$ cat src/rtl/sound_square_channel.sv
// rtl/sound_square_channel.sv - GBC square-wave voice with optional frequency sweep
// Decodes its own NRx0-NRx4 writes and runs an internal 512 Hz frame sequencer.
module sound_square_channel #(
  parameter logic [15:0] BASE_ADDR = 16'hFF10,
  parameter int          HAS_SWEEP = 1,
  parameter int          FS_DIV    = 64453,
  parameter int          FREQ_DIV  = 32
) (
  input  logic        I_CLK_33MHZ,
  input  logic        I_RESET,
  input  logic [15:0] I_IOREG_ADDR,
  input  logic [7:0]  I_IOREG_DATA,
  input  logic        I_IOREG_WE_L,
  output logic [3:0]  O_SAMPLE,
  output logic        O_ENABLED
);

  localparam int FS_W = (FS_DIV > 1) ? $clog2(FS_DIV) : 1;
  localparam int FD_W = (FREQ_DIV > 1) ? $clog2(FREQ_DIV) : 1;
  localparam logic [FS_W-1:0] FS_LAST = FS_W'(FS_DIV - 1);
  localparam logic [FS_W-1:0] FS_ONE  = FS_W'(1);
  localparam logic [FD_W-1:0] FD_LAST = FD_W'(FREQ_DIV - 1);
  localparam logic [FD_W-1:0] FD_ONE  = FD_W'(1);

  // Bit 11 of the result flags a sum above 2047 (overflow).
  function automatic logic [11:0] sweep_calc(input logic [10:0] f,
                                             input logic        negate,
                                             input logic [2:0]  shift);
    logic [11:0] base;
    logic [11:0] delta;
    base  = {1'b0, f};
    delta = base >> shift;
    return negate ? (base - delta) : (base + delta);
  endfunction

  logic [6:0]      nr0_q, nr0_d;
  logic [1:0]      duty_q, duty_d;
  logic [7:0]      nr2_q, nr2_d;
  logic [10:0]     freq_q, freq_d;
  logic            len_en_q, len_en_d;
  logic            enabled_q, enabled_d;
  logic [6:0]      length_ctr_q, length_ctr_d;
  logic [11:0]     freq_timer_q, freq_timer_d;
  logic [2:0]      duty_pos_q, duty_pos_d;
  logic [3:0]      volume_q, volume_d;
  logic [2:0]      env_timer_q, env_timer_d;
  logic [10:0]     shadow_q, shadow_d;
  logic [3:0]      sweep_timer_q, sweep_timer_d;
  logic            sweep_en_q, sweep_en_d;
  logic [FS_W-1:0] fs_cnt_q, fs_cnt_d;
  logic [FD_W-1:0] fd_cnt_q, fd_cnt_d;
  logic [2:0]      fs_step_q, fs_step_d;
  logic [3:0]      sample_q, sample_d;

  logic            fs_tick;
  logic            fd_tick;
  logic            wr_en;
  logic [2:0]      sweep_period;
  logic [3:0]      sweep_reload;
  logic [11:0]     sweep_new;
  logic [11:0]     sweep_chk;
  logic [11:0]     trig_chk;
  logic [7:0]      duty_pat;

  always_comb begin
    nr0_d         = nr0_q;
    duty_d        = duty_q;
    nr2_d         = nr2_q;
    freq_d        = freq_q;
    len_en_d      = len_en_q;
    enabled_d     = enabled_q;
    length_ctr_d  = length_ctr_q;
    freq_timer_d  = freq_timer_q;
    duty_pos_d    = duty_pos_q;
    volume_d      = volume_q;
    env_timer_d   = env_timer_q;
    shadow_d      = shadow_q;
    sweep_timer_d = sweep_timer_q;
    sweep_en_d    = sweep_en_q;
    trig_chk      = 12'd0;

    fs_tick   = (fs_cnt_q == FS_LAST);
    fd_tick   = (fd_cnt_q == FD_LAST);
    fs_cnt_d  = fs_tick ? '0 : (fs_cnt_q + FS_ONE);
    fd_cnt_d  = fd_tick ? '0 : (fd_cnt_q + FD_ONE);
    fs_step_d = fs_tick ? (fs_step_q + 3'd1) : fs_step_q;
    wr_en     = !I_IOREG_WE_L;

    sweep_period = nr0_q[6:4];
    sweep_reload = (sweep_period == 3'd0) ? 4'd8 : {1'b0, sweep_period};
    sweep_new    = sweep_calc(shadow_q, nr0_q[3], nr0_q[2:0]);
    sweep_chk    = sweep_calc(sweep_new[10:0], nr0_q[3], nr0_q[2:0]);

    if (fd_tick) begin
      if (freq_timer_q <= 12'd1) begin
        freq_timer_d = 12'd2048 - {1'b0, freq_q};
        duty_pos_d   = duty_pos_q + 3'd1;
      end else begin
        freq_timer_d = freq_timer_q - 12'd1;
      end
    end

    // Frame-sequencer actions see pre-write register values; writes below override.
    if (fs_tick) begin
      if (!fs_step_q[0] && len_en_q && (length_ctr_q != 7'd0)) begin
        length_ctr_d = length_ctr_q - 7'd1;
        if (length_ctr_q == 7'd1) enabled_d = 1'b0;
      end

      if ((HAS_SWEEP != 0) && (fs_step_q[1:0] == 2'b10)) begin
        if (sweep_timer_q <= 4'd1) begin
          sweep_timer_d = sweep_reload;
          if (sweep_en_q && (sweep_period != 3'd0)) begin
            if (sweep_new[11]) begin
              enabled_d = 1'b0;
            end else if (nr0_q[2:0] != 3'd0) begin
              shadow_d = sweep_new[10:0];
              freq_d   = sweep_new[10:0];
              if (sweep_chk[11]) enabled_d = 1'b0;
            end
          end
        end else begin
          sweep_timer_d = sweep_timer_q - 4'd1;
        end
      end

      if ((fs_step_q == 3'd7) && (nr2_q[2:0] != 3'd0)) begin
        if (env_timer_q <= 3'd1) begin
          env_timer_d = nr2_q[2:0];
          if (nr2_q[3] && (volume_q != 4'hF)) begin
            volume_d = volume_q + 4'd1;
          end else if (!nr2_q[3] && (volume_q != 4'h0)) begin
            volume_d = volume_q - 4'd1;
          end
        end else begin
          env_timer_d = env_timer_q - 3'd1;
        end
      end
    end

    if (wr_en) begin
      if ((HAS_SWEEP != 0) && (I_IOREG_ADDR == BASE_ADDR)) begin
        nr0_d = I_IOREG_DATA[6:0];
      end
      if (I_IOREG_ADDR == (BASE_ADDR + 16'd1)) begin
        duty_d       = I_IOREG_DATA[7:6];
        length_ctr_d = 7'd64 - {1'b0, I_IOREG_DATA[5:0]};
      end
      if (I_IOREG_ADDR == (BASE_ADDR + 16'd2)) begin
        nr2_d = I_IOREG_DATA;
        if (I_IOREG_DATA[7:3] == 5'd0) enabled_d = 1'b0;
      end
      if (I_IOREG_ADDR == (BASE_ADDR + 16'd3)) begin
        freq_d[7:0] = I_IOREG_DATA;
      end
      if (I_IOREG_ADDR == (BASE_ADDR + 16'd4)) begin
        freq_d[10:8] = I_IOREG_DATA[2:0];
        len_en_d     = I_IOREG_DATA[6];
        if (I_IOREG_DATA[7]) begin
          enabled_d = (nr2_q[7:3] != 5'd0);
          if (length_ctr_d == 7'd0) length_ctr_d = 7'd64;
          freq_timer_d = 12'd2048 - {1'b0, freq_d};
          volume_d     = nr2_q[7:4];
          env_timer_d  = nr2_q[2:0];
          if (HAS_SWEEP != 0) begin
            shadow_d      = freq_d;
            sweep_timer_d = sweep_reload;
            sweep_en_d    = (sweep_period != 3'd0) || (nr0_q[2:0] != 3'd0);
            trig_chk      = sweep_calc(freq_d, nr0_q[3], nr0_q[2:0]);
            if ((nr0_q[2:0] != 3'd0) && trig_chk[11]) enabled_d = 1'b0;
          end
        end
      end
    end

    case (duty_q)
      2'b00:   duty_pat = 8'b0000_0001;
      2'b01:   duty_pat = 8'b1000_0001;
      2'b10:   duty_pat = 8'b1000_0111;
      default: duty_pat = 8'b0111_1110;
    endcase
    sample_d = (enabled_q && duty_pat[duty_pos_q]) ? volume_q : 4'd0;
  end

  always_ff @(posedge I_CLK_33MHZ) begin
    if (I_RESET) begin
      nr0_q         <= '0;
      duty_q        <= '0;
      nr2_q         <= '0;
      freq_q        <= '0;
      len_en_q      <= 1'b0;
      enabled_q     <= 1'b0;
      length_ctr_q  <= '0;
      freq_timer_q  <= '0;
      duty_pos_q    <= '0;
      volume_q      <= '0;
      env_timer_q   <= '0;
      shadow_q      <= '0;
      sweep_timer_q <= '0;
      sweep_en_q    <= 1'b0;
      fs_cnt_q      <= '0;
      fd_cnt_q      <= '0;
      fs_step_q     <= '0;
      sample_q      <= '0;
    end else begin
      nr0_q         <= nr0_d;
      duty_q        <= duty_d;
      nr2_q         <= nr2_d;
      freq_q        <= freq_d;
      len_en_q      <= len_en_d;
      enabled_q     <= enabled_d;
      length_ctr_q  <= length_ctr_d;
      freq_timer_q  <= freq_timer_d;
      duty_pos_q    <= duty_pos_d;
      volume_q      <= volume_d;
      env_timer_q   <= env_timer_d;
      shadow_q      <= shadow_d;
      sweep_timer_q <= sweep_timer_d;
      sweep_en_q    <= sweep_en_d;
      fs_cnt_q      <= fs_cnt_d;
      fd_cnt_q      <= fd_cnt_d;
      fs_step_q     <= fs_step_d;
      sample_q      <= sample_d;
    end
  end

  assign O_SAMPLE  = sample_q;
  assign O_ENABLED = enabled_q;

endmodule
$ cat config.mk
export PLATFORM = sky130hd
export DESIGN_NAME = sound_square_channel
export DESIGN_NICKNAME = d
export VERILOG_FILES = /design/src/rtl/sound_square_channel.sv
export SDC_FILE = /design/constraint.sdc
export NUM_CORES = 1
export LEC_CHECK = 0
export ABC_AREA = 1
export CORE_MARGIN = 10
export CORE_UTILIZATION = 55
export DETAILED_ROUTE_END_ITERATION = 8
export GPL_ROUTABILITY_DRIVEN = 0
export PLACE_DENSITY = 0.73
export REMOVE_ABC_BUFFERS = 1
export SYNTH_ARGS = -nofsm -noshare
export SYNTH_HDL_FRONTEND = slang
export SYNTH_SLANG_ARGS = --single-unit
$ cat constraint.sdc
create_clock -name I_CLK_33MHZ -period 7.25 [get_ports I_CLK_33MHZ]
set_clock_uncertainty 0.2 [all_clocks]
set_input_delay 1.0875 -clock I_CLK_33MHZ [delete_from_list [all_inputs] [get_ports I_CLK_33MHZ]]
set_output_delay 1.0875 -clock I_CLK_33MHZ [all_outputs]
set_load 0.1 [all_outputs]
Word level (Yosys, flattened, before mapping)
Cells that the tools add are included.
{"block": "op_classes", "n_mux": 74, "bitwise": 2, "n_reduce_logical": 30, "n_lt_le_gt_ge": 4, "eq_ne": 13, "addsub": 19, "n_shift": 3}
{"op": "$mux 11", "n": 16}
{"op": "$eq 16x16->1 const B", "n": 6}
{"op": "$mux 12", "n": 8}
{"op": "$mux 4", "n": 15}
{"op": "$mux 7", "n": 8}
{"op": "$add 11x12->12", "n": 3}
{"op": "$shr 11x3->12", "n": 3}
{"op": "$sub 11x12->12", "n": 3}
{"op": "$pmux 8 s3", "n": 1}
{"op": "$sub 12x11->12 const A", "n": 2}
{"op": "$mux 3", "n": 7}
{"op": "$add 16x1->16 const B", "n": 1}
{"op": "$mux 1", "n": 16}
{"op": "$mux 8", "n": 2}
{"op": "$le 12x1->1 const B", "n": 1}
{"op": "$sub 12x1->12 const B", "n": 1}
{"op": "$reduce_and 2->1", "n": 5}
{"op": "$reduce_bool 3->1", "n": 3}
{"op": "$logic_and 1x1->1", "n": 8}
{"op": "$sub 4x1->4 const B", "n": 2}
{"op": "$eq 7x1->1 const B", "n": 1}
{"op": "$logic_not 7->1", "n": 1}
{"op": "$reduce_bool 7->1", "n": 1}
{"op": "$sub 7x1->7 const B", "n": 1}
{"op": "24 further kinds", "n": 30}
{"block": "word_totals", "in_bits": 27, "wordCells": 163, "output_inout_bits": 5, "register_bits": 103}

Logic depth before layout (Yosys ltp)
{"block": "depth", "ltp_word": 19, "ltp_mapped": 51, "ltp_nobuf": 49}

Least setup slack after synthesis
No wires, ideal clock.
{"block": "synth_timing", "path_kind": "flip-flop to flip-flop", "start": "reg nr0_q[0]", "end": "reg enabled_q, in the netlist O_ENABLED", "arrival_time_ns": 5.053, "stages_incl_launch_ff": 49, "path_buffers": 1, "path_slack_ns": 1.926, "setup_ns": 0.071, "period_less_slack_ns": 5.324, "t_required_ns": 6.979, "cell_sequence": "dfxtp_1 > inv_2 > buf_6 > nor2_4 > nand2_1 > nand3_1 > nand2_1 > inv_1 > ha_1 > nand4_1 > nor2_1 > nand4_1 > nand2_1 > xor2_1 > inv_1 > ha_1 > inv_1 > nor3_1 > (+13 left out) > nand2_2 > inv_1 > ha_1 > nand4_1 > inv_1 > a31oi_1 > xor2_1 > inv_1 > ha_1 > nand2_1 > or2_2 > nand3_1 > inv_1 > nand2_1 > nand2_1 > nand3_1 > nand2_1 > a21oi_1"}
{"block": "synth_between", "elab_chain_len": 19, "elab_cells_between_ends": 35, "classes_between": "add/sub (6); shift (3); mux (24); reduce/logical (2)"}
{"item": "from (decl)", "line": "36", "rtl": "logic [6:0] nr0_q, nr0_d;"}
{"item": "from (signal assigned)", "line": "206", "rtl": "nr0_q <= nr0_d;"}
{"item": "$shr 11x3->12", "line": "32", "rtl": "delta = base >> shift;"}
{"item": "$add 11x12->12 / $sub 11x12->12 (equally long branches)", "line": "33", "rtl": "return negate ? (base - delta) : (base + delta);"}
{"item": "$mux 12", "line": "33"}
{"item": "$mux 11", "line": "116", "rtl": "end else if (nr0_q[2:0] != 3'd0) begin"}
{"item": "$mux 11", "line": "114", "rtl": "if (sweep_new[11]) begin"}
{"item": "$mux 11", "line": "113", "rtl": "if (sweep_en_q && (sweep_period != 3'd0)) begin"}
{"item": "$mux 11", "line": "111", "rtl": "if (sweep_timer_q <= 4'd1) begin"}
{"item": "$mux 11", "line": "110", "rtl": "if ((HAS_SWEEP != 0) && (fs_step_q[1:0] == 2'b10)) begin"}
{"item": "(+3 left out)"}
{"item": "$shr 11x3->12", "line": "32"}
{"item": "$add 11x12->12 / $sub 11x12->12 (equally long branches)", "line": "33"}
{"item": "$mux 12", "line": "33"}
{"item": "$logic_and 1x1->1", "line": "170", "rtl": "if ((nr0_q[2:0] != 3'd0) && trig_chk[11]) enabled_d = 1'b0;"}
{"item": "$mux 1", "line": "170"}
{"item": "$mux 1", "line": "159", "rtl": "if (I_IOREG_DATA[7]) begin"}
{"item": "$mux 1", "line": "156", "rtl": "if (I_IOREG_ADDR == (BASE_ADDR + 16'd4)) begin"}
{"item": "$mux 1 *", "line": "141", "rtl": "if (wr_en) begin"}
{"item": "to (signal assigned)", "line": "211", "rtl": "enabled_q <= enabled_d;"}
{"item": "to (decl)", "line": "41", "rtl": "logic enabled_q, enabled_d;"}
Mark *: on every way between the ends. The rest lies on a longest branch, timed or not. The select of a mux whose other input is x is not followed.
A chain may end at the register's enable or synchronous reset.

Final worst setup path
Same ends and word-level chain as after synthesis.

==> impl_metrics.toml <==
[run_status]
status = "complete, no violations"

[timing]
worst_pin_slew_ns = 0.9748
slew_headroom_pct = 34.81
rsz0062_at_grt = "no"
fin_crit_sh_pct = 90.21
tns_ns = 0
fmax_mhz = 152.9
setup_violations = 0
layout_min_cycle_time_ns = 6.540
drv_slew = 0
hold_viol = 0

[die]
io_pins = 32
start_util_pct = 56.38
core_area_um2 = 16000
row_count = 46
die_w_um = 148.1
fp.dieArea_um2 = 21920
fp.dieH_um = 148.1

[final_layout]
diodes = 0
drive_gt1_share_pct = 5.068
design_area_um2 = 9761
synthToLayoutAreaGrowth_pct = 8.197
final_nets = 1559
final_cells = 1696
fin_util_pct = 61.00

[synth]
synth_seq_cells = 103
yosysSeqAreaShare_pct = 22.86
synth.most_common_cell = "nand2_1"
async_flop_share_pct = 0
avgSynthCellArea_um2 = 6.149
yosysTopAreaCell = "dfxtp_1"
synth_flop_cell = "dfxtp_1"
synth_cell_types = 55
synthTopCellsByArea = "dfxtp_1 23%, nand2_1 15%, inv_1 8.6%"
synth_area_um2 = 9021
ys_warn_count = 0
synth_common_cells = "351 x nand2_1, 206 x inv_1, 140 x nand3_1"
synth_top_area_share_pct = 22.86
synth_edf_count = 0
postSynthCellCount = 1467

[global_route]
grt_pass1_vias = 8777
antenna_found_initial = 0
grt_max_degree = 42
grtUsageTotal_pct = 24.58
grt_pass1_wl_mm = 44.71
grt-ovfl-total = 0

[clock_tree]
worstSkewPairLatency_ns = 0.36
cts_max_level = 3
cts.clk_slew.worst_paths_ns = 0.08
cts_tree = "done"
clock_path_buffers = 2
numClockSinks = 103
cts_buffers = 9
clockRootBuffer = "clkbuf_16"
hold_buffers = 0

[placed_design]
io_buffers = 31
placed_cell_area_um2 = 9480
post-dp-hpwl_mm = 21.14
place_inst = 1681

[critical_path]
cp_slowest_cell = "xor2_1"
cp-startpoint = "nr0_q[0]"
endpoint = "O_ENABLED"
cpMostUsedCell = "nand3_1"
required_ns = 7.34
rr_endpoint = "O_ENABLED"
crit_path_start_kind = "flop"
cp-end-kind = "flop"
cp.arrival_ns = 6.63
max_stage_delay_ns = 0.58
crit_type = "reg2reg"
r2r_start = "nr0_q[0]"
r2r.worst_path.cells = 38
crit_fanout = 31
rrSetupSlack_ns = 0.71

[pwr]
p_sw_share_pct = 29.46
internal_power_w = 0.0008743
vdd.ir_drop.worst_v = 0.0001185
power_density_nw_per_um2 = 127.0
p_clk_share_pct = 38.7
combPwrFrac_pct = 14.6
p_leak_nw = 4.765
finalPower_w = 0.001240
p_seq_share_pct = 46.7
p_switching_w = 0.0003652

[route]
drc = 0
wl_per_cell_um = 16.31
drtIter0Drc = 1109
firstDrtPassIters = 5
via_per_inst = 5.717
wl_mm = 27.66
postRouteAntennaNets = 0
vias = 9696

[worst_hold_path]
hold_path_class = "reg2reg"
min_path_cells = 1

[run]
drv_cap = 0
## critical path: cells and delay by family (launching register included)
| family | cells | cell delay (ns) |
|---|---|---|
| adders and majority gates | 4 | 1.14 |
| AOI/OAI and AO/OA | 4 | 0.57 |
| DFF | 1 | 0.35 |
| xor gates and xnor gates | 2 | 0.74 |
| buffers and inverters | 8 | 0.85 |
| and+or+nand+nor | 20 | 2.62 |
## cell type report
class                   count  area (um2)
multi-input cells        1102        5933
fillers                  1645        6240
inverters                 217       814.5
flip-flops and latches    103        2063
clock buffers               9       225.2
clock inverters             6       53.80
well taps                 216       270.3
repair buffers             43       400.4
## flip-flops by register name, summed over array words and instances, names as in the netlist, 4 cells and up
register and cells:
fd_cnt_q 5, freq_q 11, volume_q 4, nr0_q 7, nr2_q 8, O_SAMPLE 4, freq_timer_q 12, shadow_q 11
length_ctr_q 7, sweep_timer_q 4, fs_cnt_q 16
## power by group through the flow
| stage | combinational [W] | clock, W | sequential [W] |
|---|---|---|---|
| 5_1_grt | 0.000202 | 0.000502 | 0.000580 |
| 6_report | 0.000181 | 0.000479 | 0.000579 |
| 3_5_place_dp | 0.000176 | 0 | 0.000592 |
| 2_1_floorplan | 0.000114 | 0 | 0.000591 |
| 3_3_place_gp | 0.000174 | 0 | 0.000592 |
| 4_1_cts | 0.000177 | 0.000479 | 0.000579 |
## logic make-up (layout without fill, tap and decap cells)
| family | count (synthesis) | after routing | synth area share (%) |
|---|---|---|---|
| fa+ha+maj | 56 | 56 | 7.850 |
| simple gates | 733 | 733 | 35.84 |
| xor+xnor | 56 | 56 | 5.437 |
| flops | 103 | 103 | 22.86 |
| buf+inv | 262 | 275 | 11.37 |
| compound gates | 255 | 255 | 16.41 |
| mux | 2 | 2 | 0.2358 |
## metal layers
layer,part of all wire (%),global-route usage (%)
met5,0,0
met4,2.2,7.136
met3,8.6,4.187
met2,44,38.31
met1,45,33.96
## worst min path at each step
stage	start	endpoint	slack, ns
after floorplan	fs_cnt_q[0]	fs_cnt_q[0]	0.22
after global placement	fs_cnt_q[0]	fs_cnt_q[0]	0.23
after detailed placement	fs_cnt_q[0]	fs_cnt_q[0]	0.24
after CTS	fs_cnt_q[0]	fs_cnt_q[0]	0.25
after global routing	fs_cnt_q[0]	fs_cnt_q[0]	0.27
final	fs_cnt_q[0]	fs_cnt_q[0]	0.24
## timing repair
action                     in CTS  in global routing
setup endpoints to repair       0                  1
setup buffers                   0                  0
gates resized for setup         0                  1
## cells in the final DEF (no fill, tap or decap), types with 4 or more instances in the layout
| cell | count |
|---|---|
| nand2_1 | 351 |
| inv_1 | 206 |
| nand3_1 | 140 |
| nor2_1 | 129 |
| dfxtp_1 | 102 |
| o21ai_0 | 98 |
| a21oi_1 | 82 |
| ha_1 | 55 |
| xor2_1 | 45 |
| nor3_1 | 37 |
| clkdlybuf4s50_1 | 31 |
| nand4_1 | 22 |
| nand2_2 | 15 |
| a31oi_1 | 14 |
| a211oi_1 | 12 |
| buf_4 | 12 |
| xnor2_1 | 11 |
| o211ai_1 | 11 |
| clkbuf_16 | 9 |
| nor4_1 | 8 |
| inv_2 | 7 |
| or2_2 | 7 |
| a221oi_1 | 7 |
| a311oi_1 | 7 |
| o31ai_1 | 5 |
| nor3b_1 | 5 |
| nor2_2 | 4 |
| nand4_2 | 4 |
| clkinv_1 | 4 |
## through the flow
stage | hold WS (ns) | setup WS, ns
floorplan | 0.2173 | 0.8443
global route | 0.2723 | 0.1229
CTS | 0.2500 | 0.7001
finish | 0.2442 | 0.7097
global placement | 0.2284 | 0.8267
detailed placement | 0.2370 | 0.7527
(Power assumes the default switching activity.)
==> edit, RTL diff (same settings) <==
Set the parameter `FS_DIV` to 32226 (it was 64453).
--- a/src/rtl/sound_square_channel.sv
+++ b/src/rtl/sound_square_channel.sv
@@ -5,3 +5,3 @@
   parameter int          HAS_SWEEP = 1,
-  parameter int          FS_DIV    = 64453,
+  parameter int          FS_DIV    = 32226,
   parameter int          FREQ_DIV  = 32
Formal check against the unedited RTL: same outputs for any inputs over 4 cycles, from zero or initial values and one cycle with I_RESET high; that may be too few to reach the edited logic, so the function may still have changed.
==> edit against the original RTL <==
Sequential cell count decreased by 1; clock power is 0.8% higher; wire length is 5.3% lower; final area up 0.32%; largest power group unchanged; power barely moved; worst setup slack worse by 120 ps; global-route usage shrank 1.1 points; worst hold slack improved by 13 ps; die area grew 0.25%; area after synthesis is 0.29% higher.
==> edit: results (changes against the original RTL) <==
- Synth async-reset ratio: 0% (unchanged)
- Multiplexer share of the synthesized area: 0.124% (-0.11 points)
- Worst Path Arrival: 6750 ps (+120 ps)
- Number of setup buffers added after CTS: 0 (unchanged)
- Routed wire per std cell: 15.7 um (-3.9%)
- XOR/XNOR Fraction of Synth Area: 6.39% (+0.95 points)
- Clock latency on the worst-skew pair: 360 ps (about the same)
- Placed insts: 1654 (-1.6%)
- First-pass GRT wire length: 42.8 mm (-4.3%)
- Hold Path Cell Cnt: 1 (unchanged)
- Detail Placement HPWL: 20.4 mm (-3.3%)
- Most instantiated cells after synthesis: 338 x nand2_1, 205 x inv_1, 132 x nand3_1
- Nets: 1532 (-1.7%)
- Largest net degree at the start of global routing: 58 (+38%)
- Complex-gate fraction of the synthesized area: 16.2% (-0.24 points)
- CP Max Fanout: 19 (-39%)
- Vias in the first global route: 8501 (-3.1%)
- IO buf count: 31 (unchanged)
- VDD IR max: 0.119 mV (about the same)
- Antenna diode count: 0 (unchanged)
- Post-synthesis adder-cell area fraction: 7.83% (-0.023 points)
- Fraction of the yosys area taken by sequential cells: 22.6% (-0.29 points)
- Synth warn: 0 (unchanged)
- H-tree depth: 3 (unchanged)
- Synth area leaders: dfxtp_1 23%, nand2_1 14%, inv_1 8.5%
- Initial drt markers: 908 (-18%)
- Vias: 9410 (-2.9%)
- M2 GR Usage: 39.2% (+0.88 points)
- Met1 usage: 29.8% (-4.2 points)
- DR pass1 iterations: 6 (+1)
- Depth of the most critical reg-to-reg path: 40 (+5.3%)
- Family with the most delay on the worst path: simple AND/OR/NAND/NOR gates
- Status: complete, no violations
- GRT Total Usage: 23.5% (-1.1 points)
- Synth Area per Inst: 6.30 sq um (+2.5%)
- Slowest cell delay on critical path: 490 ps (-90 ps)
- Unique masters post-synth: 56 (+1.8%)
- Largest regs: fs_cnt_q (15), freq_timer_q (12)
- Clock Pin Slew Worst Setup and Hold Paths: 70 ps
- Met3 usage: 4.52% (+0.33 points)
- Dominant synthesized flop cell: dfxtp_1
- Initial antenna violation count: 0 (unchanged)
- Headroom to the max-slew limit: 33.5% (-1.3 points)
- Share of cells above drive strength 1: 6.74% (+1.7 points)
- Post-cts sizing count: 0 (unchanged)
- Clk Tree Root Cell: clkbuf_16
- CTS max path bufs: 2 (unchanged)
- Fillers: 1576 (-4.2%)
- Routed vias/inst: 5.63 (-1.4%)
- Total CTS buffers: 9 (unchanged)
- Min-delay worst type: flip-flop to flip-flop
- Max stage delay cell, worst path: dfxtp_1
- Leak Pwr: 4.70 nW (-1.3%)
[edit: changes by cell type in the layout (fill, tap and decap cells not counted), moves of 7 or more]
cell and delta:
o21ai_0 -7, a21oi_1 +12, nand3_2 +8, nor2_1 -28
a211oi_1 -7, nor3_1 -8, nand2_1 -13, xnor2_1 +8
nand3_1 -8
[edit: cell type report]
type | count | area [sq um] | share of cell area (%)
multi-input cells | 1071 | 5940 | 60.7
flip-flops and latches | 102 | 2040 | 20.9
inverters | 221 | 837 | 8.55
repair buffers | 44 | 408 | 4.17
well taps | 216 | 270 | 2.76
clock buffers | 10 | 239 | 2.44
clock inverters | 6 | 51.3 | 0.524
[edit: power breakdown]
group	leakage [nW]	total (W)	internal, W	switching, W
Combinational	3.73	0.000181	0.0000672	0.000114
Sequential	0.825	0.000575	0.000567	0.00000797
Clock	0.146	0.000483	0.000249	0.000235
[edit: cell families after synthesis]
| group | count (synthesis) |
|---|---|
| and+or+nand+nor | 693 |
| DFF | 102 |
| muxes | 1 |
| xor gates and xnor gates | 66 |
| buffers and inverters | 263 |
| AOI/OAI and AO/OA | 255 |
| adders and majority gates | 56 |
[edit: path summary, 6_finish.rpt]
kind | endpoint | start | slack (ps)
max | O_ENABLED$_SDFF_PP0_ | nr0_q[0]$_SDFFE_PP0P_ | 590
min | fd_cnt_q[0]$_SDFF_PP0_ | fd_cnt_q[0]$_SDFF_PP0_ | 260
max reg2reg | O_ENABLED$_SDFF_PP0_ | nr0_q[0]$_SDFFE_PP0P_ | 590
min reg2reg | fd_cnt_q[0]$_SDFF_PP0_ | fd_cnt_q[0]$_SDFF_PP0_ | 260
[edit: stage by stage]
stage	worst slack, ps	utilization (%)	instance area (sq um)
2_1_floorplan	875	-	8820
3_3_place_gp	742	59.4	9500
3_5_place_dp	702	59.4	9500
4_1_cts	671	61.2	9790
5_1_grt	38.3	61.2	9790
6_report	590	61.2	9790
[edit: layer usage]
layer	vias to the layer above	share of wire (%)	wire length, um
met1	4230	43	11400
met4	0	2.7	699
met5	-	0	0
met3	53	7.9	2060
met2	363	46	12100
li1	4764	-	-
[edit: worst register-to-register path: cells and delay by family (launching register included)]
family                     cells  cell delay [ps]
and+or+nand+nor               23             2750
adders and majority gates      4             1050
AOI/OAI and AO/OA              5              850
xor gates and xnor gates       3              760
buffers and inverters          5              520
DFF                            1              490
